[src/rtl/exec_sequencer_pkg.sv]
// rtl/exec_sequencer_pkg.sv - shared cpu package: sequencer states, opcode constants, NOP, legality check.
package exec_sequencer_pkg;

   typedef enum logic [2:0] {
      ST_FETCH  = 3'd0,
      ST_DECODE = 3'd1,
      ST_EXEC   = 3'd2,
      ST_MEM    = 3'd3,
      ST_WB     = 3'd4,
      ST_TRAP   = 3'd5
   } state_e;

   localparam logic [6:0] OP_REG    = 7'b0110011;
   localparam logic [6:0] OP_IMM    = 7'b0010011;
   localparam logic [6:0] OP_LOAD   = 7'b0000011;
   localparam logic [6:0] OP_JALR   = 7'b1100111;
   localparam logic [6:0] OP_STORE  = 7'b0100011;
   localparam logic [6:0] OP_BRANCH = 7'b1100011;
   localparam logic [6:0] OP_LUI    = 7'b0110111;
   localparam logic [6:0] OP_AUIPC  = 7'b0010111;
   localparam logic [6:0] OP_JAL    = 7'b1101111;

   localparam int NUM_LEGAL_OPS = 9;
   localparam logic [NUM_LEGAL_OPS-1:0][6:0] LEGAL_OPS = {
      OP_REG, OP_IMM, OP_LOAD, OP_JALR, OP_STORE,
      OP_BRANCH, OP_LUI, OP_AUIPC, OP_JAL
   };

   localparam logic [31:0] NOP_INSTR = 32'h0000_0013;

   function automatic logic is_legal_op(input logic [6:0] op);
      logic hit;
      hit = 1'b0;
      for (int i = 0; i < NUM_LEGAL_OPS; i++) begin
         if (LEGAL_OPS[i] == op) begin
            hit = 1'b1;
         end
      end
      return hit;
   endfunction

   function automatic logic is_mem_op(input logic [6:0] op);
      return (op == OP_LOAD) || (op == OP_STORE);
   endfunction

endpackage

[src/rtl/exec_sequencer.sv]
// rtl/exec_sequencer.sv - multi-cycle fetch/decode/exec/mem/wb sequencer with registered handshakes.
// Optional feature: ILLEGAL_OP_TRAP_EN parks the core in TRAP on an illegal opcode.
module exec_sequencer
   import exec_sequencer_pkg::*;
#(
   parameter logic [63:0] RESET_PC = 64'h0
) (
   input  logic        clk,
   input  logic        rst_n,
   output logic        imem_req,
   output logic [63:0] imem_addr,
   input  logic        imem_ack,
   input  logic [31:0] imem_rdata,
   output logic [31:0] instr,
   input  logic        dec_we,
   input  logic        branch_taken,
   input  logic [63:0] branch_target,
   output logic        dmem_req,
   output logic        dmem_we,
   input  logic        dmem_ack,
   output logic        rf_we,
   output logic [63:0] pc,
   output logic        retire,
   output logic        trap
);

   state_e      state_q, state_d;
   logic [63:0] pc_q, pc_d;
   logic [31:0] instr_q, instr_d;
   logic        imem_req_q, imem_req_d;
   logic        dmem_req_q, dmem_req_d;
   logic        dmem_we_q, dmem_we_d;
   logic        rf_we_q, rf_we_d;
   logic        retire_q, retire_d;
   logic        trap_q, trap_d;

   logic [6:0]  opcode;
   logic        op_legal;

   assign opcode   = instr_q[6:0];
   assign op_legal = is_legal_op(opcode);

   always_comb begin
      state_d    = state_q;
      pc_d       = pc_q;
      instr_d    = instr_q;
      imem_req_d = imem_req_q;
      dmem_req_d = dmem_req_q;
      dmem_we_d  = dmem_we_q;
      rf_we_d    = 1'b0;
      retire_d   = 1'b0;
      trap_d     = trap_q;

      case (state_q)
         ST_FETCH: begin
            // An ack is taken even before imem_req has risen, so a stale ack after reset counts.
            imem_req_d = 1'b1;
            if (imem_ack) begin
               instr_d    = imem_rdata;
               imem_req_d = 1'b0;
               state_d    = ST_DECODE;
            end
         end

         ST_DECODE: begin
            state_d = ST_EXEC;
         end

         ST_EXEC: begin
            if (!op_legal) begin
`ifdef ILLEGAL_OP_TRAP_EN
               state_d = ST_TRAP;
               trap_d  = 1'b1;
`else
               state_d  = ST_WB;
               retire_d = 1'b1;
`endif
            end else if (is_mem_op(opcode)) begin
               state_d    = ST_MEM;
               dmem_req_d = 1'b1;
               dmem_we_d  = (opcode == OP_STORE);
            end else begin
               state_d  = ST_WB;
               rf_we_d  = dec_we;
               retire_d = 1'b1;
            end
         end

         ST_MEM: begin
            if (dmem_ack) begin
               dmem_req_d = 1'b0;
               dmem_we_d  = 1'b0;
               state_d    = ST_WB;
               rf_we_d    = dec_we;
               retire_d   = 1'b1;
            end
         end

         ST_WB: begin
            if (branch_taken && op_legal) begin
               pc_d = branch_target;
            end else begin
               pc_d = pc_q + 64'd4;
            end
            imem_req_d = 1'b1;
            state_d    = ST_FETCH;
         end

         ST_TRAP: begin
            imem_req_d = 1'b0;
            dmem_req_d = 1'b0;
            dmem_we_d  = 1'b0;
         end

         default: begin
            state_d = ST_FETCH;
         end
      endcase
   end

   always_ff @(posedge clk or negedge rst_n) begin
      if (!rst_n) begin
         state_q    <= ST_FETCH;
         pc_q       <= RESET_PC;
         instr_q    <= NOP_INSTR;
         imem_req_q <= 1'b0;
         dmem_req_q <= 1'b0;
         dmem_we_q  <= 1'b0;
         rf_we_q    <= 1'b0;
         retire_q   <= 1'b0;
         trap_q     <= 1'b0;
      end else begin
         state_q    <= state_d;
         pc_q       <= pc_d;
         instr_q    <= instr_d;
         imem_req_q <= imem_req_d;
         dmem_req_q <= dmem_req_d;
         dmem_we_q  <= dmem_we_d;
         rf_we_q    <= rf_we_d;
         retire_q   <= retire_d;
         trap_q     <= trap_d;
      end
   end

   assign imem_req  = imem_req_q;
   assign imem_addr = pc_q;
   assign instr     = instr_q;
   assign dmem_req  = dmem_req_q;
   assign dmem_we   = dmem_we_q;
   assign rf_we     = rf_we_q;
   assign pc        = pc_q;
   assign retire    = retire_q;
   assign trap      = trap_q;

endmodule

[config.mk]
export PLATFORM = sky130hd
export DESIGN_NAME = exec_sequencer
export DESIGN_NICKNAME = d
export VERILOG_FILES = /design/src/rtl/exec_sequencer_pkg.sv /design/src/rtl/exec_sequencer.sv
export SDC_FILE = /design/constraint.sdc
export NUM_CORES = 1
export LEC_CHECK = 0
export BUFFER_PORTS_ARGS = -buffer_cell sky130_fd_sc_hd__buf_2
export CORE_AREA = 2 2 129 118
export CTS_CLUSTER_SIZE = 16
export DETAILED_ROUTE_END_ITERATION = 10
export DIE_AREA = 0 0 131 120
export PLACE_DENSITY = 0.76
export RECOVER_POWER = 100
export SETUP_SLACK_MARGIN = 0.3
export SLEW_MARGIN = 25
export SYNTH_ARGS = -nofsm -noshare
export SYNTH_HDL_FRONTEND = slang
export SYNTH_SLANG_ARGS = --single-unit
[constraint.sdc]
create_clock -name clk -period 7.3 [get_ports clk]
set_input_delay 1.46 -clock clk [delete_from_list [all_inputs] [get_ports clk]]
set_output_delay 1.46 -clock clk [all_outputs]
set_load 0.01 [all_outputs]
Word-level counts from Yosys, hierarchy flattened
Index checks and enable logic that the tools add are counted.
{ "word_totals": {"ff_bits": 104, "in_bits": 102, "output_inout_bits": 166} }
{ "op_classes": {"reduce_logical": 8, "add_sub_neg": 1, "muxes": 32, "n_eq_ne": 20, "n_bitwise": 1} }
{ "ops": {"columns": ["cell", "n"], "rows": [
  ["$add A64 B3 Y64 const B", 1],
  ["$mux W64", 1],
  ["$eq A6 B7 Y1 const A", 3],
  ["$eq A7 B7 Y1 const A", 3],
  ["$mux W1", 21],
  ["$pmux W3 S5", 1],
  ["$eq A5 B7 Y1 const A", 2],
  ["$mux W3", 4],
  ["$pmux W1 S3", 3],
  ["$ne A2 B2 Y1 const B", 4],
  ["$eq A2 B7 Y1 const A", 1],
  ["$eq A7 B2 Y1 const B", 1],
  ["$eq A7 B6 Y1 const B", 1],
  ["$eq A3 B2 Y1 const B", 2],
  ["$eq A3 B3 Y1 const B", 2],
  ["$reduce_bool A3 Y1", 2],
  ["$pmux W1 S2", 2],
  ["$reduce_and A4 Y1", 1],
  ["$eq A3 B1 Y1 const B", 1],
  ["$logic_not A3 Y1", 1],
  ["$reduce_and A3 Y1", 1],
  ["$reduce_and A2 Y1", 1],
  ["$logic_and A1 B1 Y1", 1],
  ["$logic_or A1 B1 Y1", 1],
  ["$not A1 Y1", 1]
]} }

Longest topological paths before layout
{ "depth": {"depth_word": 12, "ltp_mapped": 10, "depth_no_buf": 7} }

Worst setup path before layout
OpenSTA, ideal clock, no wires.
{ "synth_path": {"path_type": "input to register", "from": "input branch_taken", "to": "register pc_q[61], in the netlist imem_addr[61]", "arrival_time_ns": 2.663, "setup_slack_ns": 4.513, "n_path_buf": 2, "path_stages": 8, "required_time_ns": 7.176, "path_cell_list": "nand3_1 a211o_1 o311a_1 buf_2 buf_4 o311ai_1 o41ai_1 a211o_1"} }
{ "synth_between": {"elab_chain_len": 2} }
{ "synth_lines": {"columns": ["element", "line", "rtl"], "rows": [
  ["start, declared", "exec_sequencer.sv:16", "input logic branch_taken,"],
  ["$logic_and A1 B1 Y1", "exec_sequencer.sv:100", "if (branch_taken && op_legal) begin"],
  ["$mux W64", "exec_sequencer.sv:100", null],
  ["end signal, assigned", "exec_sequencer.sv:134", "pc_q <= pc_d;"],
  ["end, declared", "exec_sequencer.sv:28", "logic [63:0] pc_q, pc_d;"]
]} }
No other way between the ends.
A chain may end at the register's enable or synchronous reset.

Final worst setup path
{ "layout_path": {"from": "input branch_taken", "to": "register pc_q[39], in the netlist imem_addr[39]"} }
Same word-level chain as after synthesis.

==> results.md <==
* Crit-path cells: buf_2, nand3_1, a211o_1, o311a_1, clkbuf_2, nor2_1, a311oi_1, a21oi_1
* R2R Path Start: instr[4]
* Syn Std Cell Area at 0.006381 sq mm
* RSZ-0062 raised after global routing: no
* Initial antenna violation count at 1
* Post-synthesis register bit count at 104
* Post-synthesis area per instance at 8.623 sq um
* DRT Pass-1 Iters at 5
* Yosys top cell area share at 39.61%
* Max-slew headroom at -124.6%
* Setup Fix Bufs, Post-CTS at 0
* Hold wc startpoint: instr[9]
* Fmax at 0.1949 GHz
* Worst Path Required at 7.51 ns
* Setup_tns at 0 ns
* Met3 usage at under 10%
* Final #Nets at 1019
* Number of DRC violations after detailed-routing iteration 0 at approximately 560
* Worst Hold Depth at 1
* Area of the multi-input gates at ~0.0030 sq mm
* Global-route wire length before repair at roughly 30 mm
* Clock root cell: clkbuf_16
* Leak Pwr at 2.944 nW
* RD Place Congestion at 0.8562
* Port Buffers at approximately 270
* Num rows at 42
* Post-route DRC at 0
* Syn_nets at around 840
* Post-CTS Hold Buffers at 0
* Worst min path class: reg -> reg
* Worst-Margin Slew at between 3 and 4 ns
* Post-DP HPWL at approximately 13 mm
* Critical path's slowest cell: clkbuf_2
* Slowest stage delay, CP at 1.51 ns
* GR Util met1 at roughly a third
* Final period utilization at 70.30%
* R2R depth at 7
* Vias at 6428
* Grt ovf at 0
* CP Class: in -> reg
* Clock Sinks at 104
* M2 GR Usage at 38.60%
* Asr flop ratio synth at 100.0%
* Reg area at 0.002606 sq mm
* Gates resized, CTS repair at 0
* Crit path DAT at ~5.3 ns
* Switching Fraction at 46.32%
* Vias per cell at 5.739
* Vias in the first global route at 5818
* Critical Path Start Type: input pin
* Sequential fraction of the synthesis area at 40.84%
* CP max FO at around 110
* TritonCTS buffer count at 9
* Ranking of synthesized cells by area: dfrtp_1 40%, buf_4 7.9%, a21oi_1 7.4%
* Total Routing Usage GR at 24.15%
* Power Internal at 1.492 mW
* Worst slack at placement at ~3.3 ns
* Max_cap viols at 4
* Final Hold Violating Endpoints at 0
* Placement Cell Area at between 0.007 and 0.008 sq mm
* IO Count at 268
* Global route hottest layer: met2
* Min Tclk post-route at 5.132 ns
* Synth Flop Type: dfrtp_1
* Routed len/inst at roughly 17 microns
* Setup-failing EPs final at 0
* Final Cell Area at 0.007422 sq mm
* Worst setup EP type: flip-flop
* Setup crit start: branch_taken
* Htree depth at 3
* Clk_skew at 0.01027 ns
* Largest net degree at the start of global routing at 108
* Drt total wl at 19.22 mm
* Seq pwr share at 40.4%
* Die Wd at about 130 microns
* Switching power at 1.287 mW
* Worst Setup Slack, final at 2.168 ns
* Leading area contributor after synthesis: dfrtp_1
* Die height at around 120 microns
* Power share of the clock group at a little under a fifth
* Combinational fraction of design power at 41.4%
* Full die area at 0.01572 sq mm
* Synth-to-layout area growth at 16.31%
* CTS tree: yes
* Slew Viols, Final at 238
* Layout cells sized above 1 at 17.70%
* Library cells used by synthesis at 62
* CTS Buffer Depth at 2
* Initial Util at 44.16%
* Worst vdd ir at 0.1960 mV
* Number of synthesized flops with an enable pin at 0
* Core box area at 0.01445 sq mm
* Status: complete, but fails checks
* YS warnings at 0
* Clk_lat worst skew at 0.36 ns
* Violated checks: max-capacitance violations, max-slew violations
* Post-Syn Instances at 740
* Antenna Nets Post-Route at 0
* Cell Pwr Density at 374.4 mW/mm^2
* Fill cells at roughly 1500
* Clk pin slew, worst setup/hold paths at approximately 0.080 ns
placed cells by master (no fill, tap or decap), types with 9 or more instances in the layout:
cell / netlist / final
nand2_1: 60 / 60
o21ai_0: 44 / 48
nand4_1: 28 / 28
nor2_1: 53 / 53
o22ai_1: 14 / 14
clkbuf_16: 0 / 9
dfrtp_1: 101 / 101
nor3_1: 13 / 13
or3_1: 10 / 10
buf_2: 12 / 100
nand3_1: 34 / 33
a21oi_1: 94 / 94
clkbuf_1: 25 / 168
mux2_2: 33 / 32
inv_1: 24 / 24
power groups by stage:
stage	Combinational (mW)	Sequential, mW	Clock [mW]
floorplan	0.842	1.14	0
global placement	1.22	1.12	0
detailed placement	1.24	1.13	0
CTS	1.25	1.12	0.520
global route	1.27	1.17	0.533
finish	1.15	1.12	0.506
layout make-up:
class	count	share of cell area (%)
well taps	198	3.338
flip-flops and latches	104	35.11
repair buffers	273	15.71
clock inverters	7	1.129
clock buffers	9	3.034
multi-input cells	504	40.42
diodes	1	0.03372
inverters	24	1.214
logic make-up after synthesis:
group / Yosys count / share of synthesized area [%]
XOR/XNOR: 1 / 0.1373
AO/OA/AOI/OAI: 217 / 20.04
buffers and inverters: 132 / 12.29
adder cells (fa/ha/maj): 1 / 0.1960
multiplexers: 39 / 6.765
AND/OR/NAND/NOR: 245 / 19.67
other: 1 / 0.05877
flip-flops: 104 / 40.84
layer usage:
metal | vias up | routed length [microns] | part of all wire [%]
met3 | 36 | 1503 | 7.8
met1 | 3043 | 8015 | 42
met5 | - | 0 | 0
met2 | 347 | 9313 | 48
li1 | 3002 | - | -
met4 | 0 | 383 | 2.0
registers in the layout (all words and copies together) (netlist names):
register,cells
dmem_we,1
imem_req,1
imem_addr,64
dmem_req,1
instr,32
rf_we,1
state_q,3
retire,1
cell usage after synthesis, types with 6 or more instances:
| library cell | number |
|---|---|
| nand3_1 | 34 |
| o21ai_0 | 44 |
| o31ai_1 | 7 |
| or3_1 | 10 |
| o22ai_1 | 14 |
| dfrtp_1 | 101 |
| and3_1 | 8 |
| o21ai_1 | 12 |
| nor4_1 | 9 |
| nor2_1 | 53 |
| buf_4 | 67 |
| nor3_1 | 13 |
| nand4_1 | 28 |
| clkbuf_1 | 25 |
| inv_1 | 24 |
| buf_2 | 12 |
| nand2_1 | 60 |
| mux2_2 | 33 |
| a21oi_1 | 94 |
| mux2i_1 | 6 |
| or4_1 | 6 |
through the flow:
stage | util, % | total power, mW | std cells | hold WS (ns)
2_1_floorplan | - | 1.980 | 740 | 0.5426
5_1_grt | 51.36 | 2.977 | 1120 | 0.5285
4_1_cts | 53.14 | 2.888 | 1119 | 0.5077
3_5_place_dp | 51.00 | 2.372 | 1103 | 0.4894
3_3_place_gp | 51.00 | 2.344 | 1103 | 0.4839
6_report | 51.36 | 2.779 | 1120 | 0.5103
worst max-delay path: cells and delay by family:
family	cells	cell delay [ns]
AOI/OAI and AO/OA	4	1.60
and+or+nand+nor	2	0.62
buffers and inverters	2	1.61
path summary, 6_finish.rpt:
path                                 end  slack [ns]
max                        imem_addr[39]        2.17
min                             instr[9]        0.51
max reg2reg                imem_addr[39]        2.55
min reg2reg                     instr[9]        0.51
max in group asynchronous  imem_addr[18]        3.13
min in group asynchronous  imem_addr[40]        2.21
No activity file was read; power rests on OpenSTA's default activity.
